<file path="src/rtl/cp0_unit_pkg.sv">
// ============================================================================
// Module  : cp0_unit_pkg
// Brief   : CP0 register numbers, field positions, write masks and ExcCodes.
// Revision: 1.0  initial release
// ============================================================================
`default_nettype none

package cp0_unit_pkg;

  localparam int DATA_W     = 32;
  localparam int REG_ADDR_W = 5;

  localparam logic [REG_ADDR_W-1:0] CP0_BADVADDR = 5'd8;
  localparam logic [REG_ADDR_W-1:0] CP0_COUNT    = 5'd9;
  localparam logic [REG_ADDR_W-1:0] CP0_COMPARE  = 5'd11;
  localparam logic [REG_ADDR_W-1:0] CP0_STATUS   = 5'd12;
  localparam logic [REG_ADDR_W-1:0] CP0_CAUSE    = 5'd13;
  localparam logic [REG_ADDR_W-1:0] CP0_EPC      = 5'd14;
  localparam logic [REG_ADDR_W-1:0] CP0_PRID     = 5'd15;

  localparam int STATUS_IE   = 0;
  localparam int STATUS_EXL  = 1;
  localparam int CAUSE_BD    = 31;
  localparam int CAUSE_EXC_LO = 2;
  localparam int CAUSE_EXC_HI = 6;

  localparam logic [DATA_W-1:0] STATUS_WMASK = 32'h0000_FF03;
  localparam logic [DATA_W-1:0] CAUSE_WMASK  = 32'h0000_0300;
  localparam logic [DATA_W-1:0] FULL_WMASK   = 32'hFFFF_FFFF;

  localparam logic [4:0] EXC_INT  = 5'd0;
  localparam logic [4:0] EXC_ADEL = 5'd4;
  localparam logic [4:0] EXC_ADES = 5'd5;
  localparam logic [4:0] EXC_SYS  = 5'd8;
  localparam logic [4:0] EXC_BP   = 5'd9;
  localparam logic [4:0] EXC_RI   = 5'd10;
  localparam logic [4:0] EXC_OV   = 5'd12;

  function automatic logic [DATA_W-1:0] cp0_wmask(input logic [REG_ADDR_W-1:0] addr);
    case (addr)
      CP0_STATUS:                     return STATUS_WMASK;
      CP0_CAUSE:                      return CAUSE_WMASK;
      CP0_EPC, CP0_COUNT, CP0_COMPARE: return FULL_WMASK;
      default:                        return '0;
    endcase
  endfunction

endpackage

`default_nettype wire

</file>
<file path="src/rtl/cp0_timer.sv">
// ============================================================================
// Module  : cp0_timer
// Brief   : Count/Compare timer with sticky timer interrupt.
// Revision: 1.0  initial release
// ============================================================================
`default_nettype none

module cp0_timer
  import cp0_unit_pkg::*;
(
  input  logic              clk,
  input  logic              rst,
  input  logic              i_load_count,
  input  logic              i_load_compare,
  input  logic [DATA_W-1:0] i_wdata,
  output logic [DATA_W-1:0] o_count,
  output logic [DATA_W-1:0] o_compare,
  output logic              o_timer_int
);

  logic [DATA_W-1:0] r_count;
  logic [DATA_W-1:0] r_compare;
  logic              r_timer_int;
  logic              w_match;

  assign w_match = (r_compare != '0) && (r_count == r_compare);

  always_ff @(posedge clk or posedge rst) begin
    if (rst) begin
      r_count     <= '0;
      r_compare   <= '0;
      r_timer_int <= 1'b0;
    end else begin
      r_count <= i_load_count ? i_wdata : r_count + 32'd1;
      if (i_load_compare)
        r_compare <= i_wdata;
      // Compare write acknowledges the interrupt and beats a same-cycle match.
      if (i_load_compare)
        r_timer_int <= 1'b0;
      else if (w_match)
        r_timer_int <= 1'b1;
    end
  end

  assign o_count     = r_count;
  assign o_compare   = r_compare;
  assign o_timer_int = r_timer_int;

endmodule

`default_nettype wire

</file>
<file path="src/rtl/cp0_unit.sv">
// ============================================================================
// Module  : cp0_unit
// Brief   : CP0 register block: read/write channels, exception state, IRQs.
// Revision: 1.0  initial release
// ============================================================================
`default_nettype none

module cp0_unit
  import cp0_unit_pkg::*;
#(
  parameter logic [31:0] PRID_VALUE   = 32'h0001_8000,
  parameter logic [31:0] STATUS_RESET = 32'h0040_0000
) (
  input  logic        clk,
  input  logic        rst,
  input  logic        read_en,
  input  logic [4:0]  read_addr,
  output logic [31:0] read_data,
  input  logic        write_en,
  input  logic [4:0]  write_addr,
  input  logic [31:0] write_data,
  input  logic [5:0]  int_in,
  input  logic        exc_en,
  input  logic [4:0]  exc_code,
  input  logic [31:0] exc_pc,
  input  logic        exc_delayslot,
  input  logic        exc_badvaddr_en,
  input  logic [31:0] exc_badvaddr,
  input  logic        eret,
  output logic        timer_int,
  output logic        int_pending,
  output logic [31:0] epc_out,
  output logic [31:0] status_out,
  output logic [31:0] cause_out
);

  logic [DATA_W-1:0] r_status;
  logic [DATA_W-1:0] r_cause;
  logic [DATA_W-1:0] r_epc;
  logic [DATA_W-1:0] r_badvaddr;
  logic [DATA_W-1:0] w_count;
  logic [DATA_W-1:0] w_compare;
  logic              w_timer_int;
  logic              w_trap;
  logic              w_wr_status;
  logic              w_wr_cause;
  logic              w_wr_epc;
  logic [DATA_W-1:0] w_cur;
  logic [DATA_W-1:0] w_rmask;

  assign w_trap      = exc_en | eret;
  assign w_wr_status = write_en && (write_addr == CP0_STATUS) && !w_trap;
  assign w_wr_cause  = write_en && (write_addr == CP0_CAUSE)  && !w_trap;
  assign w_wr_epc    = write_en && (write_addr == CP0_EPC)    && !w_trap;

  cp0_timer u_timer (
    .clk            (clk),
    .rst            (rst),
    .i_load_count   (write_en && (write_addr == CP0_COUNT)),
    .i_load_compare (write_en && (write_addr == CP0_COMPARE)),
    .i_wdata        (write_data),
    .o_count        (w_count),
    .o_compare      (w_compare),
    .o_timer_int    (w_timer_int)
  );

  always_ff @(posedge clk or posedge rst) begin
    if (rst) begin
      r_status   <= STATUS_RESET;
      r_cause    <= '0;
      r_epc      <= '0;
      r_badvaddr <= '0;
    end else begin
      r_cause[15:10] <= {int_in[5] | w_timer_int, int_in[4:0]};
      if (exc_en) begin
        r_status[STATUS_EXL] <= 1'b1;
        r_cause[CAUSE_EXC_HI:CAUSE_EXC_LO] <= exc_code;
        // A nested exception keeps the EPC/BD of the outermost one.
        if (!r_status[STATUS_EXL]) begin
          r_epc             <= exc_delayslot ? exc_pc - 32'd4 : exc_pc;
          r_cause[CAUSE_BD] <= exc_delayslot;
        end
        if (exc_badvaddr_en)
          r_badvaddr <= exc_badvaddr;
      end else if (eret) begin
        r_status[STATUS_EXL] <= 1'b0;
      end else begin
        if (w_wr_status)
          r_status <= (r_status & ~STATUS_WMASK) | (write_data & STATUS_WMASK);
        if (w_wr_cause)
          r_cause[9:8] <= write_data[9:8];
        if (w_wr_epc)
          r_epc <= write_data;
      end
    end
  end

  always_comb begin
    w_cur = '0;
    case (read_addr)
      CP0_BADVADDR: w_cur = r_badvaddr;
      CP0_COUNT:    w_cur = w_count;
      CP0_COMPARE:  w_cur = w_compare;
      CP0_STATUS:   w_cur = r_status;
      CP0_CAUSE:    w_cur = r_cause;
      CP0_EPC:      w_cur = r_epc;
      CP0_PRID:     w_cur = PRID_VALUE;
      default:      w_cur = '0;
    endcase
  end

  // Same-cycle write forwards the value the register is about to take.
  assign w_rmask = cp0_wmask(read_addr);

  always_comb begin
    read_data = '0;
    if (read_en) begin
      if (write_en && (write_addr == read_addr))
        read_data = (w_cur & ~w_rmask) | (write_data & w_rmask);
      else
        read_data = w_cur;
    end
  end

  assign int_pending = r_status[STATUS_IE] & ~r_status[STATUS_EXL] &
                       (|(r_cause[15:8] & r_status[15:8]));
  assign timer_int   = w_timer_int;
  assign epc_out     = r_epc;
  assign status_out  = r_status;
  assign cause_out   = r_cause;

endmodule

`default_nettype wire
</file>
<file path="config.mk">
export PLATFORM = sky130hd
export DESIGN_NAME = cp0_unit
export DESIGN_NICKNAME = d
export VERILOG_FILES = /design/src/rtl/cp0_unit_pkg.sv /design/src/rtl/cp0_timer.sv /design/src/rtl/cp0_unit.sv
export SDC_FILE = /design/constraint.sdc
export NUM_CORES = 1
export LEC_CHECK = 0
export CORE_MARGIN = 5
export CORE_UTILIZATION = 53
export DETAILED_ROUTE_END_ITERATION = 6
export PLACE_DENSITY = 0.87
export SYNTH_ARGS = -nofsm -noshare
export SYNTH_HDL_FRONTEND = slang
export SYNTH_SLANG_ARGS = --single-unit
</file>
<file path="constraint.sdc">
create_clock -name clk -period 9.1 [get_ports clk]
set_input_delay 1.365 -clock clk [delete_from_list [all_inputs] [get_ports clk]]
set_output_delay 1.365 -clock clk [all_outputs]
set_load 0.1 [all_outputs]
</file>
==> flow_summary.ini, run 1 <==
[synth]
post-synth-top-count-cell = dfrtp_1
ys_types = 60
synth-xor-area-share_pct = 8.94
synth_top_area_share_pct = 41.6
synthTopCellsByArea = dfrtp_1 42%, mux2_2 9.5%, xnor2_1 6.2%
ys_seq_area_share_pct = 41.6
synth_top_family_by_area = simple AND/OR/NAND/NOR gates
synthAdderAreaFrac_pct = 0.272
synth_compound_area_share_pct = 16.0
muxShareOfSynthArea_pct = 10.4
ys_ff_latch = 153
synthesis.area_sq_mm = 0.00921
yosys.area_share.simple_pct = 16.3
yosys-top-cells-count = 153 x dfrtp_1, 78 x mux2_2, 78 x nand2_1
yosysWarnings = 18
yosys.area.top_type = dfrtp_1
synth_edf_count = 0
synthCells = 946
async_reset_ff_share_pct = 100
syn_area_per_cell_sq_um = 9.74
ys.flop_type = dfrtp_1

[clock_network]
clock_sinks = 153
clkSlewWorstSetupHoldPaths_ps = 60
clock_latency_ps = 430
hold_buffers = 0
cts_max_level = 4
cts_root_buffer = clkbuf_16
cts.path.max_buffers = 2
ctsResizeCount = 0
post_cts_buffers = 0
cts_made_buffers = 17
cts_tree = yes

[timing]
slew_headroom_pct = 23.0
hold_viol_final = 0
setup_violations = 0
period_share_pct = 76.0
drv_slew = 0
max_freq_ghz = 0.145
tightestPinTransition_ps = 1150
rsz0062_at_grt = false
finalSetupTns_ps = 0
finalCriticalPeriod_ps = 6910
finalClockSkew_ps = 7.89

[global_routing]
antenna_found_initial = 0
grt_pass1_vias = 8512
grt_overflow_total = 0
grt_max_degree = 89
grt_pass1_wl_mm = 49.5
grt_usage_pct = 31.6

[place]
gp_congestion = 0.999
hpwlAfterDp_mm = 23.5
port_buffers = 214

[finish]
synthToLayoutAreaGrowth_pct = 29.7
final_util_pct = 69.6
drive_gt1_share_pct = 12.3
n_antenna_cell = 0
finalNetCount = 1258
fillerInstances = 1306

[power_and_ir_drop]
ir_worst_vdd_v = 0.000147
leakagePower_nw = 4.60
power_density_mw_per_mm2 = 216

[status]
status = finished, violations left
violations = DRC

[floorplanning]
coreArea_sq_mm = 0.0172
start_util_pct = 53.6
dieArea_sq_mm = 0.0201
ioPinCount = 255
dieHeight_um = 142
die_x_um = 142
fp-row-count = 48

[routing]
first_iter_violations = 1146
drc_errors = 1
num_vias = 8712
antenna_left = 0
drt-vias-per-instance = 6.36
wl_mm = 32.2
wire_per_inst_um = 23.5
drtPass1Iterations = 7

[worst_setup_path]
r2r_start = status_out[1]
path_class = in2out
critical_path_arrival_ps = 5550
crit_path_start = read_addr[2]
end_kind = output pin
crit_fanout = 18
crit_required_ps = 7740
worstSetupStartpointType = input pin

[hold_path]
hold_start = r_badvaddr[31]
hold_class = reg2reg

[run]
maxCapViolCount = 0
## cells by family (layout without fill, tap and decap cells)
logic type,Yosys count,count (layout)
simple gates,273,273
compound gates,222,222
flops,153,153
buf+inv,114,274
xor+xnor,94,94
mux,86,86
fa+ha+maj,2,2
other cells,2,40
## stage by stage
stage | instance area [sq um] | worst slack (ps) | hold slack (ps) | std cells | power, mW
global route | 12000 | 2090 | 523 | 1369 | 2.67
finish | 12000 | 2190 | 513 | 1369 | 2.59
floorplan | 9360 | 2540 | 471 | 984 | 1.60
CTS | 12000 | 2340 | 512 | 1369 | 2.57
detailed placement | 11400 | 2340 | 497 | 1337 | 1.88
global placement | 11400 | 2400 | 488 | 1337 | 1.86
## final timing paths
path,end,slack (ps),depth (start not counted)
worst min register to register,r_badvaddr[31],510,1
worst max-delay path,read_data[10],2190,7
min in group asynchronous,cause_out[10],1410,2
worst max register to register,epc_out[23],6670,6
worst min-delay path,r_badvaddr[31],510,1
max in group asynchronous,u_timer.o_count[9],6140,3
## area by class of cell
cell class / instances / area [sq um] / area share, %
Clock buffer: 21 / 450 / 3.77
Clock inverter: 11 / 124 / 1.04
Inverter: 15 / 61.3 / 0.513
Multi-Input combinational cell: 717 / 4970 / 41.6
Sequential cell: 153 / 3830 / 32.0
Tap cell: 225 / 282 / 2.36
Timing Repair Buffer: 227 / 2230 / 18.7
## routing by layer
metal | part of all wire [%] | global-route usage (%) | up-vias
met2 | 47 | 50.7 | 638
met1 | 39 | 42.4 | 4182
met3 | 11 | 5.83 | 125
li1 | - | - | 3767
met5 | 0 | 0 | -
met4 | 3.8 | 13.3 | 0
## flip-flops by register name, summed over array words and instances (netlist names)
name	flops
u_timer.o_timer_int	1
epc_out	32
u_timer.o_count	32
cause_out	14
status_out	10
u_timer.o_compare	32
r_badvaddr	32
## cell usage in the layout, fill, tap and decap left out, types with 9 or more instances in the layout
| master | Yosys | layout |
|---|---|---|
| xor2_1 | 29 | 29 |
| mux2_2 | 78 | 78 |
| nor3_1 | 22 | 20 |
| dfrtp_1 | 153 | 153 |
| a22oi_1 | 53 | 53 |
| a21oi_1 | 26 | 26 |
| a22o_1 | 23 | 23 |
| nand4_1 | 26 | 26 |
| o21ai_0 | 66 | 66 |
| clkbuf_16 | 0 | 17 |
| nor3b_1 | 14 | 13 |
| nand2_1 | 78 | 78 |
| nor4_1 | 17 | 16 |
| nand3_1 | 17 | 17 |
| xnor2_1 | 65 | 65 |
| a222oi_1 | 9 | 9 |
| o21ai_1 | 9 | 9 |
| inv_1 | 15 | 14 |
| nor2_1 | 32 | 31 |
| conb_1 | 2 | 40 |
| and3_1 | 15 | 15 |
| buf_4 | 41 | 13 |
| clkdlybuf4s50_1 | 0 | 213 |
## where the power goes
| group | leakage, nW | total, mW | switching (mW) | internal, mW |
|---|---|---|---|---|
| sequential | 1.85 | 1.01 | 0.198 | 0.812 |
| clock | 0.273 | 0.695 | 0.285 | 0.410 |
| combinational | 2.48 | 0.882 | 0.590 | 0.291 |
## worst max-delay path, cell delays in order
cell and delay, ps:
clkdlybuf4s50_1 710, or3b_1 630, nor3_2 910, a222oi_1 270
and3_1 220, nor3_1 250, clkdlybuf4s50_1 1190
Power figures use the tool's default switching activity.
==> run 2, diff against run 1 <==
--- a/config.mk
+++ b/config.mk
@@ -6,9 +6,9 @@
 export NUM_CORES = 1
 export LEC_CHECK = 0
 export CORE_MARGIN = 5
-export CORE_UTILIZATION = 53
+export CORE_UTILIZATION = 44
 export DETAILED_ROUTE_END_ITERATION = 6
-export PLACE_DENSITY = 0.87
+export PLACE_DENSITY = 0.77
 export SYNTH_ARGS = -nofsm -noshare
 export SYNTH_HDL_FRONTEND = slang
 export SYNTH_SLANG_ARGS = --single-unit
==> constraint.sdc (replaced) <==
create_clock -name clk -period 6 [get_ports clk]
set_input_delay 0.9 -clock clk [delete_from_list [all_inputs] [get_ports clk]]
set_output_delay 0.9 -clock clk [all_outputs]
set_load 0.1 [all_outputs]
==> run 2 against run 1 <==
The flow now finishes without violations. Worst setup slack got worse by 1200 ps. Global-route usage decreased by 5.1 points. Total power increased by 57%. First-iteration DRC count decreased by 23%. Largest power group unchanged.
==> flow_summary.ini, run 2 (synthesized netlist as in run 1, its figures left out) <==
[clock_network]
clock_latency_ps = 430
clock_sinks = 153
cts_tree = yes
cts_root_buffer = clkbuf_16
clkSlewWorstSetupHoldPaths_ps = 60
cts_made_buffers = 17
post_cts_buffers = 0
ctsResizeCount = 0
cts.path.max_buffers = 2
hold_buffers = 0
cts_max_level = 4

[run]
maxCapViolCount = 0

[worst_setup_path]
reg2reg_depth = 6
path_class = in2out
crit_fanout = 19
end_kind = output pin
path_cells = clkdlybuf4s50_1, xnor2_1, nand2b_1, or4_1, nor2_2, a22o_1, buf_4
cp_slowest_cell = nor2_2
crit_required_ps = 5100
endpoint = read_data[16]
crit_path_start = read_addr[0]
worstSetupStartpointType = input pin
rr_endpoint = u_timer.o_count[8]
r2r_slack_ps = 3680
slowest_delay_ps = 770
r2r_start = u_timer.o_count[0]
critical_path_arrival_ps = 4160

[finish]
stdcell_area_sq_mm = 0.0120
drive_gt1_share_pct = 15.4
n_antenna_cell = 0
final_common_cell = clkdlybuf4s50_1
final_cell_mix = 181 x clkdlybuf4s50_1, 153 x dfrtp_1, 78 x nand2_1, 78 x mux2_2, 66 x o21ai_0
finalNetCount = 1259
synthToLayoutAreaGrowth_pct = 30.4

[routing]
first_iter_violations = 880
wl_mm = 32.3
antenna_left = 0
drc_errors = 0
num_vias = 8480
drtPass1Iterations = 6
drt-vias-per-instance = 5.97
wire_per_inst_um = 22.7

[global_routing]
grt_pass1_vias = 8328
grt_usage_pct = 26.5
grt_pass1_wl_mm = 49.3
grt_max_degree = 70
grt_overflow_total = 0
antenna_found_initial = 0

[floorplanning]
ioPinCount = 255
dieHeight_um = 155
coreArea_sq_mm = 0.0208
fp-row-count = 53
dieArea_sq_mm = 0.0239
start_util_pct = 44.2
die_x_um = 155

[timing]
setup_ws_ps = 945
max_freq_ghz = 0.198
hold_ws_ps = 512
finalCriticalPeriod_ps = 5060
slew_headroom_pct = 29.6
period_share_pct = 84.3
finalSetupTns_ps = 0
tightestPinTransition_ps = 1050
setup_violations = 0
rsz0062_at_grt = false
hold_viol_final = 0
drv_slew = 0
finalClockSkew_ps = 6.94

[place]
hpwlAfterDp_mm = 24.2
port_buffers = 214
place_ws_ps = 1030
gp_congestion = 0.978
dpl_cell_area_sq_mm = 0.0114

[power_and_ir_drop]
ir_worst_vdd_v = 0.000182
leakagePower_nw = 4.71
power_density_mw_per_mm2 = 337

[status]
status = finished clean

[hold_path]
hold_class = reg2reg
-- run 2: metal layers --
metal,up-vias,wire length (um),GRT usage (%)
li1,3776,-,-
met3,90,3070,6.66
met5,-,0,0
met2,511,15100,43.1
met4,0,1200,9.71
met1,4103,12900,34.4
-- run 2: final cells by class --
type | count | area (sq um)
clock inverters | 14 | 221
well taps | 275 | 344
multi-input cells | 717 | 4970
fillers | 1803 | 8800
repair buffers | 228 | 2160
flip-flops and latches | 153 | 3830
clock buffers | 18 | 429
inverters | 15 | 61.3
-- run 2: worst min path at each step --
stage	from	slack (ps)	end	depth (start not counted)
after floorplan	r_badvaddr[9]	470	r_badvaddr[9]	1
after global placement	r_badvaddr[1]	490	r_badvaddr[1]	1
final	r_badvaddr[4]	510	r_badvaddr[4]	1
after CTS	r_badvaddr[14]	510	r_badvaddr[14]	1
after detailed placement	r_badvaddr[13]	500	r_badvaddr[13]	1
after global routing	r_badvaddr[4]	530	r_badvaddr[4]	1
-- run 2: power by group --
part	total (mW)	leakage, nW	switching, mW	internal [mW]
logic	1.34	2.55	0.896	0.441
clock network	1.19	0.307	0.448	0.741
registers	1.53	1.85	0.297	1.23
total	4.05	4.71	1.64	2.41
-- run 2: critical path: cells and delay by family --
| kind | cells | cell delay (ps) |
|---|---|---|
| simple gates | 3 | 1520 |
| buf+inv | 2 | 1040 |
| xor+xnor | 1 | 370 |
| compound gates | 1 | 320 |
-- run 2: per-stage QoR --
stage	power, mW	cells	util (%)
global placement	2.83	1388	54.6
finish	4.05	1420	57.7
floorplan	2.43	984	-
global route	4.19	1420	57.7
CTS	4.04	1420	57.7
detailed placement	2.86	1388	54.6
